File: src/rtl/dma_engineer_arbiter.sv
`default_nettype none
// ============================================================================
// Module      : dma_engineer_arbiter
// Description : Round-robin arbiter sharing one DMA engine between N_REQ
//               requesters. Latches the winner's start address and length,
//               forwards them to the engine, and steers the ack / data-enable
//               / end-of-packet strobes back to the owner only. The data bus
//               is broadcast to every requester.
// Revision    : 1.0 - initial release
// ============================================================================
module dma_engineer_arbiter #(
  parameter int N_REQ  = 4,
  parameter int ADDR_W = 27,
  parameter int DW     = 512,
  parameter int ID_W   = 2
) (
  input  logic                    clk,
  input  logic                    rst,
  input  logic [N_REQ-1:0]        req_i,
  input  logic [N_REQ*ADDR_W-1:0] start_addr_i,
  input  logic [N_REQ*ADDR_W-1:0] length_i,
  output logic [N_REQ-1:0]        ack_o,
  output logic [DW-1:0]           dout_o,
  output logic [N_REQ-1:0]        dout_en_o,
  output logic [N_REQ-1:0]        dout_eop_o,
  output logic                    m_req,
  input  logic                    m_ack,
  output logic [ADDR_W-1:0]       m_start_addr,
  output logic [ADDR_W-1:0]       m_length,
  input  logic [DW-1:0]           m_dout,
  input  logic                    m_dout_en,
  input  logic                    m_dout_eop,
  output logic [ID_W-1:0]         grant_id,
  output logic                    busy,
  output logic                    stray_beat
);

  localparam logic [1:0] ST_IDLE = 2'd0;
  localparam logic [1:0] ST_REQ  = 2'd1;
  localparam logic [1:0] ST_XFER = 2'd2;

  logic [1:0]       state;
  logic [ID_W-1:0]  rr_ptr;

  logic [ID_W-1:0]  winner;
  logic             any_req;
  logic [ID_W:0]    cand_sum;
  logic [ID_W-1:0]  cand;
  logic [ID_W-1:0]  next_ptr;

  logic             last_beat;
  logic             req_acked;
  logic             route_beat;
  logic             stray_now;
  logic [N_REQ-1:0] owner_mask;

  // Search for the first pending request starting at the RR pointer, wrapping.
  always_comb begin
    winner   = '0;
    any_req  = 1'b0;
    cand_sum = '0;
    cand     = '0;
    for (int i = 0; i < N_REQ; i++) begin
      cand_sum = {1'b0, rr_ptr} + (ID_W+1)'(i);
      if (cand_sum >= (ID_W+1)'(N_REQ)) begin
        cand_sum = cand_sum - (ID_W+1)'(N_REQ);
      end
      cand = cand_sum[ID_W-1:0];
      if (!any_req && req_i[cand]) begin
        winner  = cand;
        any_req = 1'b1;
      end
    end
  end

  // Strobe steering: a beat is owned in XFER, or in REQ only when the ack
  // and the final beat land in the same cycle; anything else is stray.
  always_comb begin
    last_beat  = m_dout_en & m_dout_eop;
    req_acked  = (state == ST_REQ) && m_ack;
    route_beat = m_dout_en && ((state == ST_XFER) || (req_acked && m_dout_eop));
    stray_now  = m_dout_en && ((state == ST_IDLE) || ((state == ST_REQ) && !m_ack));
    owner_mask = {{(N_REQ-1){1'b0}}, 1'b1} << grant_id;
    next_ptr   = (grant_id == ID_W'(N_REQ-1)) ? '0 : grant_id + 1'b1;
    ack_o      = req_acked ? owner_mask : '0;
    dout_en_o  = route_beat ? owner_mask : '0;
    dout_eop_o = (route_beat && m_dout_eop) ? owner_mask : '0;
    dout_o     = m_dout;
    busy       = (state != ST_IDLE);
  end

  // Arbitration FSM, latched transfer descriptor, RR pointer and stray flag.
  always_ff @(posedge clk) begin
    if (rst) begin
      state        <= ST_IDLE;
      rr_ptr       <= '0;
      m_req        <= 1'b0;
      m_start_addr <= '0;
      m_length     <= '0;
      grant_id     <= '0;
      stray_beat   <= 1'b0;
    end else begin
      if (stray_now) begin
        stray_beat <= 1'b1;
      end
      case (state)
        ST_IDLE: begin
          if (any_req) begin
            state        <= ST_REQ;
            grant_id     <= winner;
            m_start_addr <= start_addr_i[winner*ADDR_W +: ADDR_W];
            m_length     <= length_i[winner*ADDR_W +: ADDR_W];
            m_req        <= 1'b1;
          end
        end
        ST_REQ: begin
          if (m_ack) begin
            m_req <= 1'b0;
            if (last_beat) begin
              state  <= ST_IDLE;
              rr_ptr <= next_ptr;
            end else begin
              state <= ST_XFER;
            end
          end
        end
        ST_XFER: begin
          if (last_beat) begin
            state  <= ST_IDLE;
            rr_ptr <= next_ptr;
          end
        end
        default: begin
          state <= ST_IDLE;
          m_req <= 1'b0;
        end
      endcase
    end
  end

endmodule
`default_nettype wire

File: config.mk
export PLATFORM = sky130hd
export DESIGN_NAME = dma_engineer_arbiter
export DESIGN_NICKNAME = d
export VERILOG_FILES = /design/src/rtl/dma_engineer_arbiter.sv
export SDC_FILE = /design/constraint.sdc
export NUM_CORES = 1
export LEC_CHECK = 0
export BUFFER_PORTS_ARGS = -buffer_cell sky130_fd_sc_hd__buf_2
export CAP_MARGIN = 20
export CORE_AREA = 3 3 517 519
export DETAILED_ROUTE_END_ITERATION = 8
export DIE_AREA = 0 0 520 522
export HOLD_SLACK_MARGIN = 0.12
export PLACE_DENSITY = 0.3
export SETUP_SLACK_MARGIN = 0.3
export SLEW_MARGIN = 20
export SYNTH_ARGS = -nofsm -noshare
export SYNTH_HDL_FRONTEND = slang
export SYNTH_SLANG_ARGS = --single-unit
File: constraint.sdc
create_clock -name clk -period 1.8 [get_ports clk]
set_clock_uncertainty 0.15 [all_clocks]
set_input_delay 0.45 -clock clk [delete_from_list [all_inputs] [get_ports clk]]
set_output_delay 0.45 -clock clk [all_outputs]
set_load 0.01 [all_outputs]
# After elaboration in Yosys (flattened, before gate mapping)
# Cells that the tools add are included.
# word_totals
reg_bits	62
inputBits	737
word_cells	92
output_inout_bits	583
# op_classes
addsub	8
order_cmp	8
n_shift	3
n_eq_ne	6
reduce_logical	22
mul	1
n_mux	35
bitwise_logic	2
# ops
op	n
108-bit by 8-bit variable part select with 27-bit output	2
2-bit 2-to-1 mux	15
2-bit by 3-bit < comparator with 1-bit output (second input constant)	4
4-bit 2-to-1 mux	3
1-bit 2-to-1 mux	10
3-bit greater-or-equal comparator (second input constant)	3
1-bit logical AND	9
1-bit binary-select mux with 2-bit select	4
2-bit by 1-bit subtractor with 2-bit output (second input constant)	4
2-bit by 5-bit multiplier with 7-bit output (second input constant)	1
2-bit by 2-bit adder with 3-bit output (second input constant)	2
2-bit inequality test (second input constant)	3
2-bit case mux with 3 select lines	1
3-bit AND reduction	2
2-bit equality test (second input constant)	2
1-bit logical NOT	4
2-bit case mux with 2 select lines	1
2-bit AND reduction	2
2-bit nonzero test	2
1-bit by 2-bit << shifter with 4-bit output (first input constant)	1
2-bit by 1-bit adder with 3-bit output (second input constant)	1
2-bit by 3-bit greater-or-equal comparator with 1-bit output (second input constant)	1
1-bit case mux with 3 select lines	1
2-bit by 1-bit adder with 2-bit output (second input constant)	1
other kinds (5)	6

# Longest topological paths before layout
# depth
word_depth	16
ltp_mapped	8
mapped_depth_nobuf	5

# Least setup slack after synthesis
# Ideal clock, no wire load.
# synth_timing
path_kind	input to register
from	input req_i[0]
to	register m_length[14]
setup_slack_ns	-0.203
cell_stages	6
t_required_ns	1.547
n_path_buf	2
t_arrival_ns	1.749
setup_ns	0.103
path_cell_list	or4_4 nand2_2 a21oi_2 buf_2 buf_6 a2111oi_2
# synth_between
elab_chain_cells	14
elab_cells_between_ends	25
classes_between	mul: 1; shift: 1; mux: 16; reduce/logical: 7
# synth_rtl
item	line	text
start, declared	19	input logic [N_REQ-1:0] req_i,
1-bit binary-select mux with 2-bit select	69	if (!any_req && req_i[cand]) begin
1-bit 2-to-1 mux (not written as such)	69	
1-bit 2-to-1 mux	69	
1-bit logical NOT	69	
1-bit logical AND	69	
1-bit 2-to-1 mux	69	
1-bit logical NOT	69	
1-bit logical AND	69	
1-bit 2-to-1 mux	69	
1-bit logical NOT	69	
1-bit logical AND	69	
2-bit 2-to-1 mux	69	
2-bit by 5-bit multiplier with 7-bit output	112	m_length <= length_i[winner*ADDR_W +: ADDR_W];
108-bit by 8-bit variable part select with 27-bit output	112	
end signal, assigned	112	
end, declared	29	output logic [ADDR_W-1:0] m_length,
# Several ways; a longest one is shown, not always the timed one. The select of a mux whose other input is x is not followed.
# A chain may end at the register's enable or synchronous reset.

# Worst setup path after layout
# layout_timing
from	register state[0]
to	output dout_en_o[3]
# layout_between
elab_chain_cells	6
elab_cells_between_ends	7
classes_between	eq/ne: 2; mux: 1; reduce/logical: 4
# layout_rtl
item	line	text
start, declared	42	logic [1:0] state;
start signal, assigned	95	state <= ST_IDLE;
start signal, assigned	109	state <= ST_REQ;
start signal, assigned	120	state <= ST_IDLE;
2-bit by 1-bit equality test with 1-bit output	80	req_acked = (state == ST_REQ) && m_ack;
1-bit logical AND	80	
1-bit logical AND	81	route_beat = m_dout_en && ((state == ST_XFER) || (req_acked && m_dout_eop));
1-bit logical OR *	81	
1-bit logical AND *	81	
4-bit 2-to-1 mux *	86	dout_en_o = route_beat ? owner_mask : '0;
end, declared	24	output logic [N_REQ-1:0] dout_en_o,
# Mark *: on every way between the ends. The rest lies on a longest branch, timed or not.

==> key figures <==
Worst setup path
  – WP buf/inv: 2
  – Setup CP Type: reg -> out
  – Critical Path Stages: 6
  – Reg-to-reg slack, setup: -0.43 ns
  – Crit path capture: dout_en_o[3]
  – Startpoint Class: register
  – Worst Setup End Kind: output pin
  – Crit path DAT: approximately 1.7 ns
  – CP startpoint: state[0]
  – RR Endpoint: m_length[25]
  – Family with the most delay on the worst path: simple AND/OR/NAND/NOR gates
  – Critical-path cell list: buf_6 > and3b_2 > a21oi_2 > nor2b_4 > and2_4 > buf_6
  – Worst reg2reg path startpoint: rr_ptr[1]
  – Slowest stage delay, CP: between 0.3 and 0.4 ns
  – Crit-path slowest cell: dfxtp_4
  – Most Frequent Cell on Critical Path: buf_6
  – CP max FO: 4
  – Critical path data required time: around 1.2 ns
  – R2R cell count: 9

Placed design
  – Hpwl dp: 95500 um
  – Routability congestion estimate: around 0.7
  – Number of port buffers: around 300

Clock tree
  – H-tree depth: 3
  – Clk Latency, worst-skew pair: about 0.43 ns
  – Number of clock sinks: 62
  – Worst-path clk slew: around 0.10 ns
  – Clock buffer count from CTS: 9
  – CTS tree: done
  – Root Driver: clkbuf_16
  – Clk buf depth: 2

Route
  – Top routing layer used: met5
  – Starting DRC count in detailed routing: around 250
  – Wire per inst: 25.0 um
  – Drc violations: 0
  – WL met1: about 25000 um
  – Vias per Instance: about 1.5
  – Met3 wire length: between 20000 and 30000 um
  – Routed WL: around 110000 um
  – Pre-antenna DRT Iters: 4
  – Met2 routed WL: roughly 50000 um
  – Post-route ant nets: 0
  – DR vias: a little under 7k

Min path
  – Worst hold path class: in -> reg

Global route
  – Antenna violations before repair: between 40 and 50
  – Gr usage total: roughly 7.8%
  – Largest net degree at the start of global routing: 30
  – Vias in the first global route: between 7k and 8k
  – First-pass GRT wire length: 125000 um
  – Gr ovfl total: 0

STA
  – Slew HR: roughly 65%
  – F_max: 430 MHz
  – Setup-failing EPs final: 68
  – RSZ-0062 raised after global routing: true
  – Period utilisation layout: 129%
  – Worst slew pin tran: roughly 0.52 ns
  – Worst hold slack: 0.184 ns
  – Hold Vio Cnt, Final: 0
  – Worst Setup Slack, final: -0.525 ns
  – Pins Over Slew Limit: 0
  – Minimum clock period: roughly 2.3 ns

Synthesis
  – Primary FF master, synth: dfxtp_1
  – Synthesized area: ~0.0081 mm2
  – Gate Count Post-Synth: 960
  – Post-synth EDFFs: 0
  – Syn Nets: about 1.7k
  – Dominant cell type by area after synthesis: buf_4
  – Post-synth top area share: 48.0%
  – #FFs+latches synth: 62
  – Top cells by area, synth: buf_4 (48%), dfxtp_1 (15%), mux2i_1 (9.4%), a2111oi_2 (3.9%), nand3b_1 (3.1%)
  – Syn avg cell area: 8.46 um2
  – Post-synth top cells: buf_4 (519), mux2i_1 (76), dfxtp_1 (62), nor2_1 (34), nand3b_1 (33)
  – Synth warn: 0
  – Async S/R FF share, synth: 0%
  – Number of distinct library cells after synthesis: slightly above 40
  – Register area share after synthesis: around 15%
  – Count leader, synth: buf_4

Floorplan
  – Die area: approximately 0.27 mm2
  – Row cnt: 188
  – Top Ports: ~1.3k
  – Core ar.: 0.263 mm2
  – Die W: approximately 520 um
  – Die Ht: ~520 um
  – Starting density of the core: roughly 3.1%

Pwr
  – Pwr/cell area: around 530 mW/mm2
  – Leakage: ~4.3 nW
  – Worst vdd ir: 527 uV

Finish
  – Fill cell count: roughly 31k
  – Area delta synth->final: 74.1%
  – # nets final: about 1.6k
  – Layout Utilization: around 5.4%
  – Share of cells above drive strength 1: 79.9%

Job
  – Max Cap Violations: 0

Run status
  – Violated checks: setup timing
  – Status: finished with violations
cell usage in the layout, fill, tap and decap left out, types with 16 or more instances in the layout:
| cell | count |
|---|---|
| nor2_1 | 30 |
| nand3b_1 | 33 |
| mux2i_4 | 30 |
| buf_4 | 62 |
| buf_12 | 39 |
| buf_2 | 223 |
| dfxtp_2 | 56 |
| buf_6 | 98 |
| buf_16 | 16 |
| o221ai_2 | 19 |
| mux2i_1 | 22 |
| mux2i_2 | 24 |
| and4_1 | 20 |
cell type report:
| type | count | area (um2) | area share (%) |
|---|---|---|---|
| repair buffers | 456 | 4140 | 29.3 |
| diodes | 10 | 25.0 | 0.177 |
| clock buffers | 9 | 225 | 1.59 |
| multi-input cells | 330 | 3880 | 27.4 |
| inverters | 7 | 26.3 | 0.186 |
| flip-flops and latches | 62 | 1330 | 9.44 |
| clock inverters | 7 | 103 | 0.726 |
| well taps | 3515 | 4400 | 31.1 |
worst reg2reg max path, delay by kind of cell (launching register included):
kind | cells | cell delay (ns)
AOI/OAI and AO/OA | 1 | 0.28
muxes | 2 | 0.46
and+or+nand+nor | 2 | 0.31
DFF | 1 | 0.37
buffers and inverters | 4 | 0.57
where the power goes:
part | total (W) | switching, W | leakage, nW | internal (W)
Sequential | 0.00171 | 0.000141 | 0.535 | 0.00157
Clock | 0.00243 | 0.00119 | 0.158 | 0.00124
Combinational | 0.00338 | 0.00166 | 3.62 | 0.00172
Total | 0.00752 | 0.00299 | 4.32 | 0.00453
per-layer routing:
metal / global-route usage, % / up-vias
met3: 8.36 / 425
met4: 5.04 / 12
met1: 5.28 / 2903
met2: 12.4 / 815
met5: 0.105 / -
li1: - / 2632
kinds of logic after synthesis:
| logic type | share of synthesized area, % |
|---|---|
| DFF | 15.3 |
| muxes | 9.37 |
| buffers and inverters | 50.7 |
| and+or+nand+nor | 10.8 |
| adders and majority gates | 0.616 |
| AOI/OAI and AO/OA | 13.2 |
worst min path at each step:
stage                     startpoint         endpoint  slack, ns  depth (start not counted)
floorplan                 stray_beat       stray_beat       0.35                          2
global placement     m_start_addr[2]  m_start_addr[2]       0.33                          2
detailed placement   m_start_addr[6]  m_start_addr[6]       0.33                          2
CTS                     length_i[80]     m_length[26]       0.12                          3
global route        start_addr_i[84]  m_start_addr[3]       0.14                          3
finish                  length_i[69]     m_length[15]       0.18                          3
state kept, by name, indices dropped and copies added (netlist names):
register	cells
grant_id	2
m_length	27
m_req	1
m_start_addr	27
rr_ptr	2
state	2
stray_beat	1
timing repair:
| item | CTS | global route |
|---|---|---|
| gates cloned | 12 | 0 |
| resized for setup | 356 | 65 |
| setup buffers | 40 | 16 |
| pin swaps | 75 | 39 |
| endpoints found under the hold margin | 6 | 0 |
| endpoints found under the setup margin | 129 | 129 |
| hold buffers | 10 | 0 |
per-stage QoR:
stage                     TNS (ns)  instance area [um2]  power [W]  setup slack [ns]  std cells
after global routing        -31.25                14100    0.00798            -0.629       4387
final                       -24.48                14100    0.00752            -0.525       4396
after floorplan              -3.62                 8460    0.00375            -0.135        960
after CTS                   -28.55                13600    0.00772            -0.601       4370
after global placement      -47.13                11000    0.00402             -1.06       4292
after detailed placement    -45.62                11000    0.00401             -1.02       4292
Note: power is estimated with default switching activity, not from simulation.
